===== src/rtl/mac_tile_dual.sv =====
// rtl/mac_tile_dual.sv - dual-mode (weight-/output-stationary) systolic PE tile
// Activations/instructions flow west->east, psums/weights/drain data flow north->south.
module mac_tile_dual #(
  parameter int bw      = 4,
  parameter int psum_bw = 16,
  parameter int SAT     = 1
) (
  input  logic               clk,
  input  logic               reset,
  input  logic               mode,
  input  logic [bw-1:0]      in_w,
  input  logic [psum_bw-1:0] in_n,
  input  logic [2:0]         inst_w,
  output logic [bw-1:0]      out_e,
  output logic [psum_bw-1:0] out_s,
  output logic [2:0]         inst_e,
  output logic               ovf
);
  localparam int SW = psum_bw + 1;
  localparam logic [psum_bw-1:0] PMAX = {1'b0, {(psum_bw-1){1'b1}}};
  localparam logic [psum_bw-1:0] PMIN = {1'b1, {(psum_bw-1){1'b0}}};

  logic [bw-1:0]      a_q, a_d;
  logic [psum_bw-1:0] s_q, s_d;
  logic [2:0]         inst_e_q, inst_e_d;
  logic               ovf_q, ovf_d;
  logic [bw-1:0]      w_active_q, w_active_d;
  logic [bw-1:0]      w_shadow_q, w_shadow_d;
  logic               shadow_valid_q, shadow_valid_d;
  logic [psum_bw-1:0] acc_q, acc_d;
  logic               exec_prev_q, flush_prev_q, mode_q;

  logic exec, exec_rise, flush_rise, mode_chg, capture, promote;
  logic [bw-1:0]      w_eff, op_w;
  logic [psum_bw-1:0] op_add, mac_res;
  logic signed [SW-1:0] a_ext, w_ext, add_ext, prod, sum;
  logic sum_ovf;

  assign exec       = inst_w[1];
  assign exec_rise  = exec & ~exec_prev_q;
  assign flush_rise = inst_w[2] & ~flush_prev_q;
  assign mode_chg   = mode != mode_q;
  assign capture    = ~mode_q & inst_w[0] & ~exec & ~shadow_valid_q;
  assign promote    = ~mode_q & exec_rise & shadow_valid_q;
  // A freshly promoted shadow weight is used in the very cycle it is promoted.
  assign w_eff      = promote ? w_shadow_q : w_active_q;

  assign op_w    = mode_q ? in_n[bw-1:0] : w_eff;
  assign op_add  = mode_q ? acc_q : in_n;
  assign a_ext   = SW'($signed({1'b0, in_w}));
  assign w_ext   = SW'($signed(op_w));
  assign add_ext = SW'($signed(op_add));
  assign prod    = a_ext * w_ext;
  assign sum     = prod + add_ext;
  assign sum_ovf = sum[SW-1] ^ sum[SW-2];

  always_comb begin
    mac_res = sum[psum_bw-1:0];
    if (sum_ovf && SAT != 0) mac_res = sum[SW-1] ? PMIN : PMAX;
  end

  always_comb begin
    a_d            = (inst_w[0] | inst_w[1]) ? in_w : a_q;
    s_d            = s_q;
    inst_e_d       = {inst_w[2], inst_w[1], inst_w[0] & ~capture};
    ovf_d          = ovf_q;
    w_active_d     = w_active_q;
    w_shadow_d     = w_shadow_q;
    shadow_valid_d = shadow_valid_q;
    acc_d          = acc_q;

    if (exec && sum_ovf) ovf_d = 1'b1;
    else if (flush_rise) ovf_d = 1'b0;

    if (!mode_q) begin
      if (capture) begin
        w_shadow_d     = in_w;
        shadow_valid_d = 1'b1;
      end
      if (promote) begin
        w_active_d     = w_shadow_q;
        shadow_valid_d = 1'b0;
      end
      if (exec) s_d = mac_res;
    end else begin
      // Execute beats a simultaneous flush edge; the accumulator is then not drained.
      if (exec) begin
        acc_d = mac_res;
        s_d   = psum_bw'($signed(in_n[bw-1:0]));
      end else if (flush_rise) begin
        s_d   = acc_q;
        acc_d = '0;
      end else if (inst_w[2]) begin
        s_d   = in_n;
      end
    end

    if (mode_chg) begin
      acc_d          = '0;
      shadow_valid_d = 1'b0;
    end
  end

  always_ff @(posedge clk) begin
    if (reset) begin
      a_q            <= '0;
      s_q            <= '0;
      inst_e_q       <= '0;
      ovf_q          <= 1'b0;
      w_active_q     <= '0;
      w_shadow_q     <= '0;
      shadow_valid_q <= 1'b0;
      acc_q          <= '0;
      exec_prev_q    <= 1'b0;
      flush_prev_q   <= 1'b0;
      mode_q         <= 1'b0;
    end else begin
      a_q            <= a_d;
      s_q            <= s_d;
      inst_e_q       <= inst_e_d;
      ovf_q          <= ovf_d;
      w_active_q     <= w_active_d;
      w_shadow_q     <= w_shadow_d;
      shadow_valid_q <= shadow_valid_d;
      acc_q          <= acc_d;
      exec_prev_q    <= inst_w[1];
      flush_prev_q   <= inst_w[2];
      mode_q         <= mode;
    end
  end

  assign out_e  = a_q;
  assign out_s  = s_q;
  assign inst_e = inst_e_q;
  assign ovf    = ovf_q;
endmodule


===== config.mk =====
export PLATFORM = sky130hd
export DESIGN_NAME = mac_tile_dual
export DESIGN_NICKNAME = d
export VERILOG_FILES = /design/src/rtl/mac_tile_dual.sv
export SDC_FILE = /design/constraint.sdc
export NUM_CORES = 1
export LEC_CHECK = 0
export CORE_MARGIN = 4
export CORE_UTILIZATION = 25
export DETAILED_ROUTE_END_ITERATION = 8
export SYNTH_ARGS = -nofsm -noshare
export SYNTH_HDL_FRONTEND = slang
export SYNTH_SLANG_ARGS = --single-unit

===== constraint.sdc =====
create_clock -name clk -period 7.3 [get_ports clk]
set_input_delay 1.46 -clock clk [delete_from_list [all_inputs] [get_ports clk]]
set_output_delay 1.46 -clock clk [all_outputs]
set_load 0.02 [all_outputs]

# Yosys cells after proc, flatten, opt, wreduce, memory -nomap -nowiden
# Cells that the tools add are included.
# op_classes
add_sub_neg	1
multipliers	1
div	0
magnitude_cmp	0
eq_ne	1
shift	0
muxes	16
bitwise	16
n_reduce_logical	11
# op_table
operator	count
$mux 16	10
$add 9x16->17	1
$mul 5x4->9	1
$and 1x1->1	8
$mux 4	2
$reduce_and 2->1	4
$reduce_bool 2->1	4
$not 1->1	6
$mux 1	4
$reduce_bool 3->1	1
$reduce_or 2->1	1
$logic_and 1x1->1	1
$ne 1x1->1	1
$or 1x1->1	1
$xor 1x1->1	1
# totals
register_bits	52
latch_bits	0
mem_bits_rw	0
mem_bits_ro	0
input_bits	26
output_inout_bits	24
memories	0

# Logic depth before layout (Yosys ltp)
# Gate-level depths: netlist of run 1.
# logic_depth
word_depth	12
depth_mapped	21

# Least setup slack after synthesis of run 1
# No wires, ideal clock.
# synth_timing
path_kind	input to register
startpoint	in inst_w[1]
endpoint	reg s_q[2] (netlist: out_s[2])
setup_ns	0.079
arrival_time_ns	6.327
slack_ns	0.894
stages	19
n_path_buf	2
path_cell_list	nor4bb_1 clkbuf_1 nand2_1 o211a_1 inv_1 nand2b_1 fa_1 fa_1 fa_1 inv_1 fa_1 a211oi_1 o21a_1 nor3_1 or2_0 a2111oi_2 buf_6 a21oi_2 a211oi_2
# synth_via
elab_chain_cells	11
word_cells_on_any_way	16
cone_classes	1 x add/sub; 1 x mul; 7 x mux; 4 x bitwise; 3 x reduce/logical
# synth_rtl
element	line	source
start, declared	13	input logic [2:0] inst_w,
$and 1x1->1	40	assign exec_rise = exec & ~exec_prev_q;
$and 1x1->1 (2 in a row)	44	assign promote = ~mode_q & exec_rise & shadow_valid_q;
$mux 4	-	
$mux 4	48	assign op_w = mode_q ? in_n[bw-1:0] : w_eff;
$mul 5x4->9	53	assign prod = a_ext * w_ext;
$add 9x16->17	54	assign sum = prod + add_ext;
$mux 16 / $xor 1x1->1 (equally long branches)	59, 55	
$mux 16	59	if (sum_ovf && SAT != 0) mac_res = sum[SW-1] ? PMIN : PMAX;
$mux 16	84	if (exec) s_d = mac_res;
$mux 16	75	if (!mode_q) begin
end signal, assigned	107	s_q <= '0;
end signal, assigned	119	s_q <= s_d;
end, declared	24	logic [psum_bw-1:0] s_q, s_d;
# Several ways; a longest one is shown, not always the timed one. The select of a mux whose other input is x is not followed.
# A chain may end at the register's enable or synchronous reset.

# Worst setup path in the final report of run 1
# layout_timing
startpoint	in inst_w[1]
endpoint	reg acc_q[11]
# layout_via
elab_chain_cells	10
word_cells_on_any_way	13
cone_classes	1 x add/sub; 1 x mul; 5 x mux; 4 x bitwise; 2 x reduce/logical
# layout_rtl
element	line	source
$and 1x1->1	40	
$and 1x1->1 (2 in a row)	44	
$mux 4	-	
$mux 4	48	
$mul 5x4->9	53	
$add 9x16->17	54	
$mux 16 / $xor 1x1->1 (equally long branches)	59, 55	
$mux 16	59	
$mux 16	87	if (exec) begin
end signal, assigned	113	acc_q <= '0;
end signal, assigned	125	acc_q <= acc_d;
end, declared	30	logic [psum_bw-1:0] acc_q, acc_d;
# Several ways; a longest one is shown, not always the timed one.

==> flow_metrics.py, run 1 <==
metrics = {
    "outcome": {
        "run_status": "completed",
    },
    "grt": {
        "grt_pass1_vias": 3796,
        "maximum_number_of_pins_on_one_net_before_global_route_repair": 40,
        "antenna_found_initial": 0,
        "globalRouteTotalUtil": 0.1338,
        "grt_remaining_overflow": 0,
        "grt_first_pass_wirelength_um": 19150,
    },
    "sta": {
        "setup_viol": 0,
        "grt_setup_unrepaired": "no",
        "holdWs_ns": 0.4561,
        "tightest_slew_ns": 1.126,
        "setup_tns_final_ns": 0,
        "finalHoldViolCount": 0,
        "post_layout_min_period_ns": 6.815,
        "report.final.slew_viol_count": 0,
        "fin_crit_sh": 0.9335,
        "slew_headroom": 0.2493,
        "fmax_achieved_mhz": 146.7,
        "clock_skew_ns": 0.007746,
    },
    "logic_synthesis": {
        "synth_area_leaders": "dfxtp_1 26%, ha_1 13%, nand2_1 7.9%, fa_1 6.1%, a21oi_1 6.0%",
        "simple_gate_portion_of_the_synthesized_area": 0.1874,
        "synth-compound-area-share": 0.2274,
        "async_flop_share": 0,
        "syn-cell-area_mm2": 0.003906,
        "adder_and_majority_cell_fraction_of_the_synthesized_area": 0.1925,
        "synth_xor_area_frac": 0.02915,
        "avgSynthCellArea_um2": 8.038,
        "synth_enable_flop_cells": 0,
        "synth_cells": 486,
        "yosys-mux-area-fraction": 0.05734,
        "synthFlopType": "dfxtp_1",
        "synth_common_cells": "82 x nand2_1, 50 x dfxtp_1, 47 x a21oi_1, 40 x ha_1, 38 x o21ai_0",
        "yosysUniqueCellTypes": 59,
        "yosysMostFrequentCell": "nand2_1",
        "synth_seq_cells": 50,
        "seq_area_frac_synth": 0.2562,
        "post-synth-top-area-fraction": 0.2562,
        "post-synth-top-area-cell": "dfxtp_1",
        "yosys_warnings": 0,
        "synth_nets": 564,
        "dominant_combinational_cell_family_by_area_after_synthesis": "compound AO/OA/AOI/OAI gates",
    },
    "floorplanning": {
        "dieArea_mm2": 0.01769,
        "die_w_um": 133,
        "num_io_pins": 50,
        "num_rows": 45,
        "coreArea_mm2": 0.01526,
        "floorplan.initialDensity": 0.2560,
        "chipHeight_um": 133,
    },
    "setup_path": {
        "rr_endpoint": "acc_q[11]$_SDFFE_PP0P_",
        "crit_required_ns": 7.47,
        "r2r-start": "mode_q$_SDFF_PP0_",
        "worst-endpoint-arrival_ns": 6.98,
        "setup.reg_to_reg.worst_slack_ns": 1.69,
        "cp_max_fo": 12,
        "critical_path.startpoint_type": "input port",
        "worst_setup_path_startpoint": "inst_w[1]",
        "critPathCaptureType": "flip-flop",
        "worst_r2r_path_depth": 17,
        "critical_path_class": "input port to flip-flop",
        "setup.worst_path.end": "acc_q[11]$_SDFFE_PP0P_",
    },
    "clock_tree": {
        "clock_tree.htree_level_count": 2,
        "ctsLongestPathBuffers": 2,
        "clock-root-buffer": "clkbuf_16",
        "cts.repair_timing.setup_buffer_count": 0,
        "cts.repair.resized": 0,
        "cts-buffers-inserted": 5,
        "tritoncts": "yes",
        "worst_setup_hold_path_clk_slew_ns": 0.06,
        "cts_sinks": 50,
        "cts-hold-fix-buffers": 0,
        "clkLatencyLatePin_ns": 0.30,
    },
    "drt": {
        "antenna_violating_nets_post_route": 0,
        "detailedRoute.firstPassIterationCount": 5,
        "drc_errors": 0,
        "post_drt_via_cell_ratio": 4.930,
        "detailroute.via_count": 3673,
        "wl_per_cell_um": 15.46,
        "drt-total-wl_um": 11520,
        "detail_route.iter0.violations": 273,
    },
    "cells_and_area": {
        "area_growth_syn_to_layout_pct": 23.19,
        "final-instance-count-excl-fill": 745,
        "drive_above_1_share": 0.07678,
        "postLayoutCoreUtil": 0.3154,
        "count_of_filler_cells_inserted_in_the_layout": 1592,
        "fin_nets": 611,
        "antenna_cells_inserted": 0,
    },
    "pwr": {
        "p_per_area_mw_per_mm2": 181.4,
        "total_power_mw": 0.8729,
        "irDropWorstVdd_mv": 0.08404,
        "power_leakage_nw": 1.943,
    },
    "worst_hold_path": {
        "min_path_cells": 2,
        "hold_class": "flip-flop to flip-flop",
    },
    "placed_design": {
        "hpwlAfterDp_um": 9213,
        "buffer_ports.inserted": 49,
        "dpl.cell_count": 737,
        "globalplace.congestion": 0.8729,
    },
    "run": {
        "maxCapViolations": 0,
    },
}
==> worst max-delay path, cell delays in order <==
cell	delay, ns
clkdlybuf4s50_1	0.48
nor4bb_1	0.28
buf_4	0.20
mux2i_1	0.09
a21boi_1	0.32
nand2_1	0.13
fa_1	0.50
fa_1	0.52
fa_1	0.56
inv_1	0.08
fa_1	0.48
a211oi_1	0.32
o21a_1	0.22
nor3_1	0.09
o21ai_0	0.32
o211ai_2	0.34
buf_4	0.26
nand2_1	0.18
o21ai_0	0.14
==> cell type report <==
class	count	area, µm²	area share
clock buffers	5	125.1	0.02600
multi-input cells	390	2710	0.5632
flip-flops and latches	50	1001	0.2080
repair buffers	59	565.5	0.1175
well taps	211	264.0	0.05486
inverters	27	101.3	0.02106
clock inverters	3	45.04	0.009360
==> through the flow <==
stage	cell area [µm²]	setup WS, ns
after global placement	4642	0.2366
final	4812	0.4853
after global routing	4812	0.09851
after floorplan	3906	0.8941
after CTS	4812	0.3825
after detailed placement	4642	0.08598
==> routing by layer <==
layer | GRT usage | vias to the layer above | part of all wire
met5 | 0 | - | 0
met4 | 0.04330 | 0 | 0.021
met3 | 0.01445 | 18 | 0.043
met2 | 0.2319 | 103 | 0.49
met1 | 0.1734 | 1751 | 0.45
li1 | - | 1801 | -
==> kinds of logic after synthesis <==
logic type / Yosys count
and+or+nand+nor: 163
AOI/OAI and AO/OA: 140
adders and majority gates: 53
DFF: 50
buffers and inverters: 46
muxes: 21
xor gates and xnor gates: 13
==> placed cells by master (no fill, tap or decap), drive strengths merged, types with 4 or more instances in the layout <==
cell	instances
nor3	4
a22oi	4
clkbuf	5
nand2	82
a221oi	4
o22ai	4
o21ai	39
nand3	4
and2	11
a21o	6
nor2b	6
nand2b	5
inv	27
buf	10
nor2	37
a21oi	49
a211oi	12
clkdlybuf4s50	49
xor2	6
mux2	11
dfxtp	50
fa	12
xnor2	7
mux2i	10
ha	40
==> sequential cells by signal (all words and copies together) (netlist names) <==
| name | count |
|---|---|
| acc_q | 16 |
| out_s | 16 |
| out_e | 4 |
| shadow_valid_q | 1 |
| inst_e | 3 |
| mode_q | 1 |
| w_active_q | 4 |
| ovf | 1 |
| w_shadow_q | 4 |
==> power breakdown <==
group / total [mW] / switching (mW) / internal, mW
Combinational: 0.295 / 0.171 / 0.124
Sequential: 0.304 / 0.0129 / 0.291
Clock: 0.274 / 0.112 / 0.162
Total: 0.873 / 0.296 / 0.577
==> worst min-delay path by stage <==
stage | start | to
6_report | out_s[11]$_SDFFE_PP0P_ | out_s[11]$_SDFFE_PP0P_
3_5_place_dp | out_s[11]$_SDFFE_PP0P_ | out_s[11]$_SDFFE_PP0P_
2_1_floorplan | acc_q[11]$_SDFFE_PP0P_ | acc_q[11]$_SDFFE_PP0P_
5_1_grt | out_s[11]$_SDFFE_PP0P_ | out_s[11]$_SDFFE_PP0P_
4_1_cts | out_s[11]$_SDFFE_PP0P_ | out_s[11]$_SDFFE_PP0P_
3_3_place_gp | out_e[0]$_SDFFE_PP0P_ | out_e[0]$_SDFFE_PP0P_
Power figures use the tool's default switching activity.
==> inputs of run 2 (changes only) <==
Settings changed: SLEW_MARGIN set to 0.
==> results of run 2 <==
Same layout as run 1: the final DEF is identical, and so are final timing and power.
==> inputs of run 3 (changes only) <==
Settings changed: ABC_CLOCK_PERIOD_IN_PS set to 7300, CAP_MARGIN set to 20.
==> run 3 against run 2 <==
  * Clock skew decreased by 0.0021 ns
  * Die area unchanged
  * Combinational power about the same
  * Critical endpoint unchanged
  * Critical path depth unchanged
  * Non-clock buffer count increased by 1
  * Flip-flop and latch count unchanged
  * Clock-buffer cell count unchanged
  * Global-route usage unchanged
==> flow_metrics.py, run 3 (same netlist as run 1, synthesis figures left out) <==
metrics = {
    "outcome": {
        "run_status": "completed",
    },
    "setup_path": {
        "crit_required_ns": 7.47,
        "worst-endpoint-arrival_ns": 6.98,
        "critical_path.top_delay_family": "adder cells",
        "critical_path.cell_chain": "clkdlybuf4s50_1 -> nor4bb_1 -> buf_4 -> mux2i_1 -> a21boi_1 -> nand2_1 -> fa_1 -> fa_1 -> fa_1 -> inv_1 -> fa_1 -> a211oi_1 -> o21a_1 -> nor3_1 -> o21ai_0 -> o211ai_2 -> buf_4 -> nand2_1 -> o21ai_0",
        "cp_max_fo": 12,
        "critical_path.startpoint_type": "input port",
        "crit_path_top_delay_cell": "fa_1",
        "crit_path_frequent_cell": "fa_1",
        "critical_path_buf_inv_count": 4,
        "slowest_delay_ns": 0.56,
        "critPathCaptureType": "flip-flop",
        "critical_path_class": "input port to flip-flop",
    },
    "cells_and_area": {
        "area_growth_syn_to_layout_pct": 23.38,
        "drive_above_1_share": 0.07850,
        "final-instance-count-excl-fill": 746,
        "count_of_filler_cells_inserted_in_the_layout": 1594,
        "antenna_cells_inserted": 0,
        "postLayoutCoreUtil": 0.3159,
        "fin_nets": 612,
        "mostFrequentLayoutCells": "82 x nand2_1, 50 x dfxtp_1, 49 x clkdlybuf4s50_1",
        "commonest_non_fill_non_tap_cell_in_the_layout": "nand2_1",
        "stdcell_area_mm2": 0.004820,
    },
    "drt": {
        "antenna_violating_nets_post_route": 0,
        "detail_route.iter0.violations": 269,
        "detailedRoute.firstPassIterationCount": 5,
        "post_drt_via_cell_ratio": 4.937,
        "detailroute.via_count": 3683,
        "drc_errors": 0,
        "wl_per_cell_um": 15.47,
        "drt-total-wl_um": 11540,
    },
    "placed_design": {
        "globalplace.congestion": 0.8729,
        "dpl_cell_area_mm2": 0.004642,
        "hpwlAfterDp_um": 9213,
        "buffer_ports.inserted": 49,
        "dpl.cell_count": 737,
        "place_worst_setup_slack_ns": 0.08598,
    },
    "sta": {
        "setup_tns_final_ns": 0,
        "setup_viol": 0,
        "final.setup.worst_slack_ns": 0.4894,
        "holdWs_ns": 0.4561,
        "post_layout_min_period_ns": 6.811,
        "clock_skew_ns": 0.005681,
        "tightest_slew_ns": 1.005,
        "fin_crit_sh": 0.9330,
        "report.final.slew_viol_count": 0,
        "finalHoldViolCount": 0,
        "slew_headroom": 0.3281,
        "grt_setup_unrepaired": "no",
        "fmax_achieved_mhz": 146.8,
    },
    "floorplanning": {
        "dieArea_mm2": 0.01769,
        "num_rows": 45,
        "coreArea_mm2": 0.01526,
        "chipHeight_um": 133,
        "floorplan.initialDensity": 0.2560,
        "die_w_um": 133,
        "num_io_pins": 50,
    },
    "grt": {
        "grt_pass1_vias": 3796,
        "maximum_number_of_pins_on_one_net_before_global_route_repair": 40,
        "globalRouteTotalUtil": 0.1338,
        "antenna_found_initial": 0,
        "grt_remaining_overflow": 0,
        "grt_first_pass_wirelength_um": 19150,
    },
    "run": {
        "maxCapViolations": 0,
    },
    "pwr": {
        "irDropWorstVdd_mv": 0.08223,
        "total_power_mw": 0.8733,
        "p_per_area_mw_per_mm2": 181.2,
        "power_leakage_nw": 1.948,
    },
    "clock_tree": {
        "cts_sinks": 50,
        "cts-hold-fix-buffers": 0,
        "tritoncts": "yes",
        "cts-buffers-inserted": 5,
        "cts.repair.resized": 0,
        "clock-root-buffer": "clkbuf_16",
        "clock_tree.htree_level_count": 2,
        "worst_setup_hold_path_clk_slew_ns": 0.06,
        "clkLatencyLatePin_ns": 0.30,
        "cts.repair_timing.setup_buffer_count": 0,
        "ctsLongestPathBuffers": 2,
    },
    "worst_hold_path": {
        "hold_class": "flip-flop to flip-flop",
    },
}
==> run 3: cell count changes in the layout (fill, tap and decap cells not counted) <==
cell and delta:
buf_4 +1
==> run 3: area by class of cell <==
| class | instances | area (µm²) | share of cell area |
|---|---|---|---|
| clock buffers | 5 | 125.1 | 0.02596 |
| clock inverters | 3 | 45.04 | 0.009346 |
| inverters | 27 | 101.3 | 0.02103 |
| multi-input cells | 390 | 2710 | 0.5623 |
| flip-flops and latches | 50 | 1001 | 0.2077 |
| well taps | 211 | 264.0 | 0.05478 |
| repair buffers | 60 | 573.1 | 0.1189 |
==> run 3: worst reg2reg max path, delay by kind of cell, from the launching register on <==
kind,cells,cell delay [ns]
fa+ha+maj,4,2.06
flops,1,0.34
compound gates,6,1.68
simple gates,3,0.40
buf+inv,4,1.00
==> run 3: routing by layer <==
metal | part of all wire | global-route usage
met3 | 0.038 | 0.01445
met2 | 0.48 | 0.2319
met1 | 0.45 | 0.1734
met4 | 0.023 | 0.04330
met5 | 0 | 0
==> run 3: final timing paths <==
check                                             from                endpoint  slack (ns)  cells after the start
worst max register to register       mode_q$_SDFF_PP0_  acc_q[11]$_SDFFE_PP0P_        1.68                     17
worst min register to register  out_s[11]$_SDFFE_PP0P_  out_s[11]$_SDFFE_PP0P_        0.46                      2
worst max-delay path                         inst_w[1]  acc_q[11]$_SDFFE_PP0P_        0.49                     19
worst min-delay path            out_s[11]$_SDFFE_PP0P_  out_s[11]$_SDFFE_PP0P_        0.46                      2
==> run 3: power breakdown <==
group | switching, mW | internal [mW] | total, mW
logic | 0.171 | 0.125 | 0.296
registers | 0.0128 | 0.291 | 0.304
clock network | 0.112 | 0.162 | 0.274
total | 0.296 | 0.578 | 0.873
